===== src/rtl/instruction_fetch_stage.sv =====
// Instruction fetch stage: PC, byte-addressed little-endian instruction memory and IF/ID register.
// Handles stall, redirect with flush, and sticky fault on misaligned or out-of-range PC.
module instruction_fetch_stage #(
   parameter int          MEM_BYTES = 64,
   parameter logic [63:0] RESET_PC  = 64'd0
) (
   input  logic        clk,
   input  logic        reset,
   input  logic        stall,
   input  logic        redirect_valid,
   input  logic [63:0] redirect_pc,
   input  logic        mem_wr_en,
   input  logic [63:0] mem_wr_addr,
   input  logic [7:0]  mem_wr_data,
   output logic [31:0] instruction,
   output logic [63:0] pc_out,
   output logic        instr_valid,
   output logic        fetch_fault
);

   localparam int          AW        = $clog2(MEM_BYTES);
   localparam logic [63:0] LAST_WORD = 64'(MEM_BYTES - 4);
   localparam logic [63:0] MEM_LIMIT = 64'(MEM_BYTES);

   typedef enum logic [1:0] {
      BOOT = 2'd0,
      RUN  = 2'd1,
      HALT = 2'd2
   } state_t;

   state_t      state_r, stateNext_s;
   logic [63:0] pc_r, pcNext_s;
   logic [31:0] instr_r, instrNext_s;
   logic [63:0] pcOut_r, pcOutNext_s;
   logic        valid_r, validNext_s;
   logic        fault_r, faultNext_s;
   logic [7:0]  mem_r [MEM_BYTES];
   logic [AW-1:0] pcIdx_s;
   logic [31:0] fetchWord_s;

   // A fetchable address is word aligned and leaves a full word inside memory.
   function automatic logic pcOk(input logic [63:0] addr);
      return (addr[1:0] == 2'b00) && (addr <= LAST_WORD);
   endfunction

   // Program-load port; not reset so contents survive a reset pulse.
   always_ff @(posedge clk) begin
      if (mem_wr_en && (mem_wr_addr < MEM_LIMIT)) begin
         mem_r[mem_wr_addr[AW-1:0]] <= mem_wr_data;
      end
   end

   // Combinational little-endian word read at the current PC.
   always_comb begin
      pcIdx_s     = pc_r[AW-1:0];
      fetchWord_s = {mem_r[pcIdx_s + AW'(2'd3)], mem_r[pcIdx_s + AW'(2'd2)],
                     mem_r[pcIdx_s + AW'(2'd1)], mem_r[pcIdx_s]};
   end

   // State register.
   always_ff @(posedge clk or negedge reset) begin
      if (!reset) begin
         state_r <= BOOT;
      end else begin
         state_r <= stateNext_s;
      end
   end

   // Next-state selection: redirect outranks stall, stall outranks sequential fetch.
   always_comb begin
      stateNext_s = state_r;
      case (state_r)
         BOOT: begin
            if (redirect_valid) begin
               stateNext_s = pcOk(redirect_pc) ? RUN : HALT;
            end else begin
               stateNext_s = RUN;
            end
         end
         RUN: begin
            if (redirect_valid) begin
               stateNext_s = pcOk(redirect_pc) ? RUN : HALT;
            end else if (stall) begin
               stateNext_s = RUN;
            end else begin
               stateNext_s = pcOk(pc_r) ? RUN : HALT;
            end
         end
         HALT: begin
            if (redirect_valid && pcOk(redirect_pc)) begin
               stateNext_s = RUN;
            end else begin
               stateNext_s = HALT;
            end
         end
         default: stateNext_s = HALT;
      endcase
   end

   // Next values for PC and the IF/ID register.
   always_comb begin
      pcNext_s    = pc_r;
      instrNext_s = instr_r;
      pcOutNext_s = pcOut_r;
      validNext_s = valid_r;
      faultNext_s = fault_r;
      case (state_r)
         BOOT: begin
            validNext_s = 1'b0;
            if (redirect_valid) begin
               pcNext_s    = redirect_pc;
               faultNext_s = !pcOk(redirect_pc);
            end else begin
               pcNext_s = pc_r;
            end
         end
         RUN: begin
            if (redirect_valid) begin
               pcNext_s    = redirect_pc;
               validNext_s = 1'b0;
               faultNext_s = !pcOk(redirect_pc);
            end else if (stall) begin
               pcNext_s = pc_r;
            end else if (pcOk(pc_r)) begin
               instrNext_s = fetchWord_s;
               pcOutNext_s = pc_r;
               validNext_s = 1'b1;
               pcNext_s    = pc_r + 64'd4;
            end else begin
               validNext_s = 1'b0;
               faultNext_s = 1'b1;
            end
         end
         HALT: begin
            validNext_s = 1'b0;
            if (redirect_valid && pcOk(redirect_pc)) begin
               pcNext_s    = redirect_pc;
               faultNext_s = 1'b0;
            end else begin
               pcNext_s = pc_r;
            end
         end
         default: begin
            validNext_s = 1'b0;
            faultNext_s = 1'b1;
         end
      endcase
   end

   // PC and IF/ID register.
   always_ff @(posedge clk or negedge reset) begin
      if (!reset) begin
         pc_r    <= RESET_PC;
         instr_r <= 32'd0;
         pcOut_r <= 64'd0;
         valid_r <= 1'b0;
         fault_r <= 1'b0;
      end else begin
         pc_r    <= pcNext_s;
         instr_r <= instrNext_s;
         pcOut_r <= pcOutNext_s;
         valid_r <= validNext_s;
         fault_r <= faultNext_s;
      end
   end

   assign instruction = instr_r;
   assign pc_out      = pcOut_r;
   assign instr_valid = valid_r;
   assign fetch_fault = fault_r;

endmodule


===== config.mk =====
export PLATFORM = sky130hd
export DESIGN_NAME = instruction_fetch_stage
export DESIGN_NICKNAME = d
export VERILOG_FILES = /design/src/rtl/instruction_fetch_stage.sv
export SDC_FILE = /design/constraint.sdc
export NUM_CORES = 2
export LEC_CHECK = 0
export CORE_MARGIN = 8
export CORE_UTILIZATION = 32
export DETAILED_ROUTE_END_ITERATION = 10
export GPL_ROUTABILITY_DRIVEN = 0
export GPL_TIMING_DRIVEN = 0
export MAX_ROUTING_LAYER = met4
export PLACE_DENSITY_LB_ADDON = 0.05
export REMOVE_ABC_BUFFERS = 1
export SYNTH_ARGS = -nofsm -noshare
export SYNTH_HDL_FRONTEND = slang
export SYNTH_SLANG_ARGS = --single-unit
export TNS_END_PERCENT = 10

===== constraint.sdc =====
create_clock -name clk -period 8.9 [get_ports clk]
set_input_delay 1.78 -clock clk [delete_from_list [all_inputs] [get_ports clk]]
set_output_delay 1.78 -clock clk [all_outputs]
set_load 0.01 [all_outputs]

==> impl_metrics.tcl <==
set metrics [dict create \
    outcome "completed" \
    fin_util_pct 39.24 \
    clock_path_buffers 3 \
    cp_slowest_cell "nor2_1" \
    drv_slew 0 \
    synth-async-reset-ratio_pct 24.26 \
    synthFlopType "edfxtp_1" \
    hold_viol 0 \
    synth-seq-cells 676 \
    netlist.area_leader.share_pct 38.72 \
    critPathMaxStageDelay_ps 1350 \
    cts_tree "done" \
    routed_wl_um 165000 \
    vdd_ir_drop_max_v 0.0001395 \
    path_cells "inv_1 > ha_4 > buf_16 > clkinv_1 > nor2_1 > a31oi_1 > and3_1 > a41oi_1 > a21oi_1" \
    period_share_pct 67.85 \
    grt_usage_pct 24.44 \
    placementRows 129 \
    p_leak_nw 16.02 \
    grt_max_degree 105 \
    num_io_pins 239 \
    syn_area_um2 39710 \
    final_cell_mix "edfxtp_1 (512), mux4_2 (495), nand2_1 (353)" \
    power_mw 12.17 \
    ys_warn_count 0 \
    start_util_pct 32.16 \
    crit_path_max_fanout 44 \
    netlist_instances 2822 \
    worst_pin_slew_ps 1462 \
    die_w_um 368.3 \
    drt_iter0_drc 3922 \
    critPathLaunchType "register" \
    dp_hpwl_um 117800 \
    clock.fmax_mhz 165.6 \
    yosysSeqAreaShare_pct 49.05 \
    die_h_um 368.3 \
    htree_levels 3 \
    holdBufCountCts 0 \
    root_buffer "clkbuf_16" \
    path_class "reg2reg" \
    cts.reportedPaths.clkPinSlew_ps 60 \
    coreArea_um2 123500 \
    cts.sink_count 676 \
    nNetsFinal 3182 \
    numCtsBuffers 84 \
    grt-ovfl-total 0 \
    rsz0062_at_grt "no" \
    powerDensity_nw_per_um2 251.3 \
    ys_types 72 \
    setup_viol 0 \
    wl_per_cell_um 34.80 \
    relSlewSlack_pct 2.537 \
    via_per_inst 6.249 \
    synth_edf_count 512 \
    drive_gt1_share_pct 27.74 \
    critPathRequiredTime_ps 9420 \
    dp_cells 4584 \
    synth_area_per_cell_um2 14.07 \
    grt_pass1_wl_um 233700 \
    antenna_found_initial 6 \
    max_cap_violations 0 \
    yosys.area.top_type "edfxtp_1" \
    critPathCaptureType "register" \
    fillers 11420 \
    syn2layout_area_growth_pct 22.01 \
    post_cts_buffers 0 \
    arrival_ps 6560 \
    hold_path_class "reg2reg" \
    vias 29630 \
    first_pass_iters 5 \
    min_period_ps 6039 \
    ant_nets 0 \
    die-area_um2 135600 \
    grt_pass1_vias 30020 \
    post_cts_resized 0 \
    instances_no_fill 4741 \
    clock_latency_ps 680 \
    layout_commonest_cell "edfxtp_1" \
    skew_ps 26.72 \
    io_buffers 238 \
    route.detailed.drc 0 \
    synth.area.top_cells "edfxtp_1 (39%), mux4_2 (28%), dfrtp_1 (10%)" \
]
kinds of logic (layout without fill, tap and decap cells):
| kind of cell | count (synthesis) | count (layout) | share of synthesized area [%] |
|---|---|---|---|
| compound gates | 353 | 353 | 5.876 |
| mux | 601 | 601 | 30.81 |
| buf+inv | 243 | 521 | 2.826 |
| xor+xnor | 16 | 16 | 0.4096 |
| simple gates | 927 | 927 | 10.83 |
| flops | 676 | 676 | 49.05 |
| other cells | 0 | 4 | 0 |
| fa+ha+maj | 6 | 6 | 0.1890 |
area by class of cell:
cell class / instances / area, µm² / share of cell area (%)
tap: 1637 / 2048 / 4.228
clock buffer: 112 / 2322 / 4.793
sequential: 676 / 19500 / 40.24
clock inverter: 39 / 351.6 / 0.7257
antenna: 4 / 10.01 / 0.02066
timing repair buffer: 361 / 4658 / 9.615
multi-input combinational: 1903 / 19520 / 40.29
inverter: 9 / 41.29 / 0.08522
metal layers:
metal	share of wire (%)	track usage, %	up-vias
li1	-	-	11960
met1	42	32.16	15570
met2	46	37.35	1758
met3	8.1	4.667	340
met4	4.3	9.828	0
met5	0	-	-
state kept, by name (all words and copies together), names as in the netlist:
signal       count
mem_r          512
fetch_fault      1
state_r          2
instruction     32
pc_r            64
instr_valid      1
pc_out          64
metrics by stage:
step	setup WS, ps	cell area [µm²]	hold WS (ps)	TNS (ps)
finish	2861	48450	463.9	0
CTS	2880	48400	470.1	0
detailed placement	2499	45730	456.9	0
global route	2808	48450	493.2	0
floorplan	-22210	38620	453.4	-2683090
global placement	-43910	43050	453.4	-5465800
where the power goes:
group	leakage (nW)	internal, mW	total, mW	switching (mW)
clock	1.30	1.98	3.39	1.41
sequential	6.71	3.47	3.66	0.189
combinational	8.01	2.23	5.13	2.90
final timing paths:
path                       startpoint         endpoint  slack (ps)  cells after the start
setup / recovery              pc_r[1]  instruction[26]        2860                      9
hold / removal              pc_out[4]        pc_out[4]         460                      2
setup reg to reg              pc_r[1]  instruction[26]        2860                      9
hold reg to reg             pc_out[4]        pc_out[4]         460                      2
max in group asynchronous       reset          pc_r[1]        6820                      2
min in group asynchronous       reset       pc_out[41]        1040                      1
cells in the mapped netlist, types with 5 or more instances:
cell,count
edfxtp_1,512
mux4_2,495
nand2_1,356
nor2_1,189
dfrtp_1,164
nand3_1,138
clkbuf_1,103
mux2i_1,97
buf_2,81
o21ai_0,80
a21oi_1,75
and2_1,65
nor4_1,45
nand4_1,39
a31oi_1,32
a221oi_1,26
buf_1,26
a22oi_1,24
nor3_1,24
buf_4,19
a32oi_1,17
and3_1,17
o22ai_1,15
o2111ai_1,14
o211ai_1,11
o22a_1,10
nand3b_1,9
mux2_2,8
a211oi_1,7
a311oi_1,7
inv_1,7
nand2b_1,7
or3_1,7
xor2_1,7
ha_1,6
nor3b_1,6
xnor2_1,6
and4_1,5
buf_6,5
o221ai_1,5
critical path: cells and delay by family (launching register included):
| kind | cells | cell delay, ps |
|---|---|---|
| AOI/OAI and AO/OA | 3 | 710 |
| DFF | 1 | 880 |
| buffers and inverters | 3 | 1700 |
| and+or+nand+nor | 2 | 1670 |
| adders and majority gates | 1 | 810 |
Note: power is estimated with default switching activity, not from simulation.
